==> src/rtl/mem_access.sv <==
// Memory-access stage of the 5-stage RISC-V pipeline.
// Issues loads and stores to data memory over a req/ack handshake, formats
// load data, builds store strobes, and stalls upstream while a request is
// outstanding. Non-memory instructions pass straight through in one cycle.
module mem_access #(
  parameter int unsigned TIMEOUT = 16
) (
  input  logic        clk,
  input  logic        rst,
  input  logic        valid_i,
  input  logic [4:0]  mem_op_i,
  input  logic [31:0] addr_i,
  input  logic [31:0] wdata_i,
  input  logic [31:0] result_i,
  input  logic [4:0]  rd_i,
  input  logic        wb_en_i,
  output logic        stall_o,
  output logic        dmem_req,
  output logic        dmem_we,
  output logic [31:0] dmem_addr,
  output logic [3:0]  dmem_wstrb,
  output logic [31:0] dmem_wdata,
  input  logic [31:0] dmem_rdata,
  input  logic        dmem_ack,
  output logic        valid_o,
  output logic        wb_en_o,
  output logic [4:0]  rd_o,
  output logic [31:0] result_o,
  output logic        misalign_o,
  output logic        err_o
);

  typedef enum logic {
    IDLE = 1'b0,
    BUSY = 1'b1
  } state_t;

  // A zero TIMEOUT disables the abort entirely.
  localparam bit         TO_EN   = (TIMEOUT != 0);
  localparam logic [7:0] TO_LAST = (TIMEOUT == 0) ? 8'd0 : 8'(TIMEOUT - 1);

  state_t      state_reg;
  state_t      state_next;
  logic [7:0]  count_reg;

  // Transaction context captured at accept time.
  logic [4:0]  rd_reg;
  logic        wb_reg;
  logic [2:0]  size_reg;
  logic [1:0]  lane_reg;

  // Decode of the incoming op.
  logic        op_read;
  logic        op_write;
  logic        op_none;
  logic        op_illegal;
  logic        op_mem;
  logic        size_byte;
  logic        size_half;
  logic        size_word;
  logic        misaligned;
  logic        accept;

  // Handshake events while BUSY.
  logic        ack_hit;
  logic        timeout_hit;

  // Request payload built from the incoming op.
  logic [3:0]  strb_next;
  logic [31:0] wdata_next;

  // Load formatting.
  logic [7:0]  rdata_byte [4];
  logic [7:0]  byte_val;
  logic [15:0] half_val;
  logic [31:0] load_data;

  // Classify the incoming op: kind, access size and alignment.
  always_comb begin
    op_read    = mem_op_i[4];
    op_write   = mem_op_i[3];
    op_none    = !op_read && !op_write;
    op_illegal = op_read && op_write;
    op_mem     = op_read ^ op_write;
    // Size codes 011, 110 and 111 fall through to word.
    size_byte  = (mem_op_i[1:0] == 2'b00);
    size_half  = (mem_op_i[1:0] == 2'b01);
    size_word  = !size_byte && !size_half;
    misaligned = op_mem && ((size_half && addr_i[0]) ||
                            (size_word && (addr_i[1:0] != 2'b00)));
    accept     = valid_i && op_mem && !misaligned;
  end

  // Per-lane store strobe and data: bytes replicate to every lane,
  // halfwords to both halves, words pass straight through.
  generate
    for (genvar gi = 0; gi < 4; gi++) begin : g_store_lane
      assign strb_next[gi] = op_write &&
                             (size_word ||
                              (size_half && (addr_i[1] == gi[1])) ||
                              (size_byte && (addr_i[1:0] == gi[1:0])));
      assign wdata_next[8*gi +: 8] = size_byte ? wdata_i[7:0] :
                                     size_half ? wdata_i[8*(gi%2) +: 8] :
                                                 wdata_i[8*gi +: 8];
    end
  endgenerate

  // Split read data into byte lanes for the load aligner.
  generate
    for (genvar gi = 0; gi < 4; gi++) begin : g_load_lane
      assign rdata_byte[gi] = dmem_rdata[8*gi +: 8];
    end
  endgenerate

  // Align the returned word to the latched lane and sign/zero-extend.
  always_comb begin
    byte_val  = rdata_byte[lane_reg];
    half_val  = lane_reg[1] ? dmem_rdata[31:16] : dmem_rdata[15:0];
    load_data = dmem_rdata;
    case (size_reg[1:0])
      2'b00:   load_data = {{24{!size_reg[2] && byte_val[7]}}, byte_val};
      2'b01:   load_data = {{16{!size_reg[2] && half_val[15]}}, half_val};
      default: load_data = dmem_rdata;
    endcase
  end

  // Next-state logic and the combinational stall back to upstream.
  always_comb begin
    state_next  = state_reg;
    stall_o     = 1'b0;
    ack_hit     = 1'b0;
    timeout_hit = 1'b0;
    case (state_reg)
      IDLE: begin
        if (accept) begin
          state_next = BUSY;
          stall_o    = 1'b1;
        end
      end
      BUSY: begin
        // Ack only counts while a request is actually on the bus;
        // when ack and timeout coincide the ack wins.
        ack_hit     = dmem_ack && dmem_req;
        timeout_hit = TO_EN && !ack_hit && (count_reg == TO_LAST);
        if (ack_hit || timeout_hit) begin
          state_next = IDLE;
        end else begin
          stall_o = 1'b1;
        end
      end
      default: begin
        state_next = IDLE;
      end
    endcase
  end

  // State register.
  always_ff @(posedge clk) begin
    if (rst) begin
      state_reg <= IDLE;
    end else begin
      state_reg <= state_next;
    end
  end

  // Cycles spent BUSY without an ack; cleared whenever the FSM is idle.
  always_ff @(posedge clk) begin
    if (rst || state_reg == IDLE) begin
      count_reg <= 8'd0;
    end else if (TO_EN && !ack_hit) begin
      count_reg <= count_reg + 8'd1;
    end
  end

  // Memory request side: launch on accept, hold until ack or timeout.
  always_ff @(posedge clk) begin
    if (rst) begin
      dmem_req   <= 1'b0;
      dmem_we    <= 1'b0;
      dmem_addr  <= 32'd0;
      dmem_wstrb <= 4'd0;
      dmem_wdata <= 32'd0;
      rd_reg     <= 5'd0;
      wb_reg     <= 1'b0;
      size_reg   <= 3'd0;
      lane_reg   <= 2'd0;
    end else if (state_reg == IDLE && accept) begin
      dmem_req   <= 1'b1;
      dmem_we    <= op_write;
      dmem_addr  <= {addr_i[31:2], 2'b00};
      dmem_wstrb <= strb_next;
      dmem_wdata <= wdata_next;
      rd_reg     <= rd_i;
      wb_reg     <= wb_en_i;
      size_reg   <= mem_op_i[2:0];
      lane_reg   <= addr_i[1:0];
    end else if (state_reg == BUSY && (ack_hit || timeout_hit)) begin
      dmem_req   <= 1'b0;
      dmem_we    <= 1'b0;
      dmem_wstrb <= 4'd0;
    end
  end

  // Writeback payload to memwbreg; every field is a one-cycle pulse.
  always_ff @(posedge clk) begin
    if (rst) begin
      valid_o    <= 1'b0;
      wb_en_o    <= 1'b0;
      rd_o       <= 5'd0;
      result_o   <= 32'd0;
      misalign_o <= 1'b0;
      err_o      <= 1'b0;
    end else begin
      valid_o    <= 1'b0;
      wb_en_o    <= 1'b0;
      rd_o       <= 5'd0;
      result_o   <= 32'd0;
      misalign_o <= 1'b0;
      err_o      <= 1'b0;
      if (state_reg == IDLE && valid_i) begin
        if (op_none) begin
          valid_o  <= 1'b1;
          wb_en_o  <= wb_en_i;
          rd_o     <= rd_i;
          result_o <= result_i;
        end else if (op_illegal) begin
          valid_o <= 1'b1;
          rd_o    <= rd_i;
          err_o   <= 1'b1;
        end else if (misaligned) begin
          valid_o    <= 1'b1;
          rd_o       <= rd_i;
          misalign_o <= 1'b1;
        end
      end else if (state_reg == BUSY && ack_hit) begin
        valid_o <= 1'b1;
        rd_o    <= rd_reg;
        // Stores complete with no writeback and a zero result.
        if (!dmem_we) begin
          wb_en_o  <= wb_reg;
          result_o <= load_data;
        end
      end else if (state_reg == BUSY && timeout_hit) begin
        valid_o <= 1'b1;
        rd_o    <= rd_reg;
        err_o   <= 1'b1;
      end
    end
  end

endmodule

==> config.mk <==
export PLATFORM = sky130hd
export DESIGN_NAME = mem_access
export DESIGN_NICKNAME = d
export VERILOG_FILES = /design/src/rtl/mem_access.sv
export SDC_FILE = /design/constraint.sdc
export NUM_CORES = 1
export LEC_CHECK = 0
export BUFFER_PORTS_ARGS = -buffer_cell sky130_fd_sc_hd__buf_2
export CORE_UTILIZATION = 29
export DETAILED_ROUTE_END_ITERATION = 8
export HOLD_SLACK_MARGIN = 0.08
export MAX_ROUTING_LAYER = met4
export PLACE_DENSITY = 0.63
export SLEW_MARGIN = 10
export SYNTH_ARGS = -nofsm -noshare
export SYNTH_HDL_FRONTEND = slang
export SYNTH_SLANG_ARGS = --single-unit
export TNS_END_PERCENT = 10
==> constraint.sdc <==
create_clock -name clk -period 5.25 [get_ports clk]
set_input_delay 0.7875 -clock clk [delete_from_list [all_inputs] [get_ports clk]]
set_output_delay 0.7875 -clock clk [all_outputs]
set_load 0.02 [all_outputs]
==> results.py <==
metrics = {
    "outcome": {
        "outcome": "finished clean",
    },
    "synth": {
        "synth-edff-count": 0,
        "yosysUniqueCellTypes": 55,
        "async_flop_share": 0,
        "ys_seq_elements": 129,
        "yosysWarnings": 0,
        "netlist_top_cells_count": "nand2_1 (152), dfxtp_1 (129), a21oi_1 (81)",
        "synth_area_mm2": 0.00555,
        "yosysTopAreaCell": "dfxtp_1",
        "synth_area_leaders": "dfxtp_1 (47%), nand2_1 (10%), a21oi_1 (7.3%), mux2i_1 (4.2%), o21ai_0 (3.7%)",
        "syn-instance-count": 656,
        "synth-seq-area-share": 0.466,
        "synth_top_cell_area_share": 0.466,
        "yosysMostFrequentCell": "nand2_1",
        "synthFlopType": "dfxtp_1",
        "postSynthAreaPerCell_um2": 8.45,
    },
    "route": {
        "drtAntennaViolNets": 0,
        "via_per_inst": 4.90,
        "num_vias": 5535,
        "detail_route.wl_per_cell_um": 15.9,
        "drc": 0,
        "drtPass1Iterations": 8,
        "drtIter0Drc": 270,
        "routed_wl_mm": 18.0,
    },
    "worst_setup_path": {
        "r2r_cells": 4,
        "cpMaxStageDelayCell": "buf_2",
        "crit_top_cell": "buf_2",
        "worst_r2r_endpoint": "result_o[16]",
        "crit_buf_inv": 2,
        "cp.arrival_ns": 2.45,
        "path_delay_family": "buffers and inverters",
        "cp.required_ns": 4.46,
        "crit_chain": "buf_2 > nor2_1 > o211a_4 > a31o_2 > buf_2",
        "crit_end": "stall_o",
        "reg2reg_from": "state_reg",
        "crit_fanout": 39,
        "max_stage_delay_ns": 0.55,
        "worstSetupEndpointType": "primary output",
        "worstSetupPathType": "input port to primary output",
        "reg2reg_slack_ns": 2.99,
        "start_kind": "input port",
        "startpoint": "mem_op_i[1]",
        "crit_cells": 5,
    },
    "die": {
        "die_x_um": 140,
        "die-area_mm2": 0.0197,
        "rows": 50,
        "ios": 255,
        "core_mm2": 0.0187,
        "die_h_um": 140,
        "start_util": 0.296,
    },
    "global_routing": {
        "grt_overflow": 0,
        "grt_usage": 0.189,
        "antenna_found_initial": 2,
        "grt_pass1_wl_mm": 27.9,
        "grt_pass1_vias": 5291,
        "grt_max_degree": 91,
    },
    "timing": {
        "tns_ns": 0,
        "fmax_ghz": 0.309,
        "fin_crit_ns": 3.24,
        "post-route-period-util": 0.617,
        "holdWs_ns": 0.451,
        "tightest_slew_ns": 0.925,
        "final-max-slew-violation-count": 0,
        "clock_skew_ns": 0.00710,
        "finalHoldViolCount": 0,
        "slew_headroom": 0.384,
        "setup_viol": 0,
        "rsz0062_at_grt": "false",
    },
    "placement": {
        "port_buffers": 252,
        "dp_hpwl_mm": 13.0,
        "gp_congestion": 0.825,
    },
    "clock_tree": {
        "root_buffer": "clkbuf_16",
        "clk_path_buf_depth": 2,
        "cts.sinks": 129,
        "htreeDepth": 4,
        "post_cts_resized": 0,
        "cts_setup_buffers": 0,
        "clock_latency_ns": 0.41,
        "clkTransAtPathRegs_ns": 0.06,
        "cts-hold-fix-buffers": 0,
        "numCtsBuffers": 17,
        "cts_tree": "yes",
    },
    "power": {
        "p_per_area_mw_per_mm2": 329,
        "p_total_w": 0.00246,
        "p_leak_nw": 3.38,
        "ir_worst_vdd_mv": 0.208,
    },
    "final_layout": {
        "syn_to_final_growth_pct": 35.0,
        "drive_gt1_frac": 0.346,
        "fin_nets": 1027,
        "fill_cells": 1952,
        "reg.largest.list": "dmem_wdata x32, result_o x32, dmem_addr x30",
    },
    "flow_run": {
        "drv.max_cap_violation_count": 0,
    },
    "min_path": {
        "hold_path.class": "flop to flop",
    },
}
-- worst min path at each step --
stage,startpoint,end,slack [ns],cells after the start
after detailed placement,dmem_wdata[6],dmem_wdata[6],0.44,2
final,dmem_addr[20],dmem_addr[20],0.45,2
after floorplan,wb_reg,wb_reg,0.44,2
after CTS,dmem_wdata[4],dmem_wdata[4],0.45,2
after global placement,dmem_wdata[31],dmem_wdata[31],0.44,2
after global routing,dmem_wdata[3],dmem_wdata[3],0.47,2
-- worst min-delay path: stages, from the launching register on --
cell	delay, ns
dfxtp_1	0.30
nand2_1	0.05
a21oi_1	0.05
-- cells by family after synthesis --
group	share of synthesized area
compound gates	0.220
fa+ha+maj	0.00677
xor+xnor	0.00948
buf+inv	0.0454
other cells	0.000676
simple gates	0.189
mux	0.0639
flops	0.466
-- stage by stage --
stage / instances / setup slack, ns / instance area [um^2] / util
finish: 1130 / 2.01 / 7490 / 0.400
CTS: 1128 / 2.00 / 7480 / 0.400
floorplan: 657 / 2.83 / 5550 / -
global route: 1130 / 1.88 / 7490 / 0.400
detailed placement: 1096 / 1.72 / 6940 / 0.371
global placement: 1096 / 1.77 / 6940 / 0.371
-- cell type report --
class / instances / area [um^2] / area share
flip-flops and latches: 129 / 2580 / 0.345
diodes: 2 / 5.00 / 0.000669
well taps: 234 / 293 / 0.0391
repair buffers: 259 / 1330 / 0.177
clock inverters: 13 / 105 / 0.0140
clock buffers: 19 / 433 / 0.0578
multi-input cells: 469 / 2720 / 0.364
inverters: 5 / 18.8 / 0.00251
-- report_power, final --
part	internal (W)	total (W)	switching, W
clock	0.000612	0.00109	0.000473
sequential	0.00102	0.00104	0.0000223
combinational	0.000135	0.000338	0.000203
-- layout by cell type, fill, tap and decap left out, drive strengths merged, types with 4 or more instances in the layout --
cell	count
inv	10
clkinvlp	4
a311oi	8
mux2i	23
mux2	9
o32ai	5
nand2	152
buf	259
a32o	8
a211o	7
a222oi	7
o21ai	42
a22o	13
nand3	6
dfxtp	129
nor2b	10
nor2	30
nand2b	17
clkbuf	19
a21oi	81
clkinv	4
a211oi	8
-- routing by layer --
layer | vias to the layer above | global-route usage | wire [um]
met4 | 0 | 0.0839 | 556
li1 | 2755 | - | -
met5 | - | - | 0
met2 | 265 | 0.295 | 8100
met3 | 27 | 0.0629 | 1570
met1 | 2488 | 0.219 | 7750
Power figures use the tool's default switching activity.
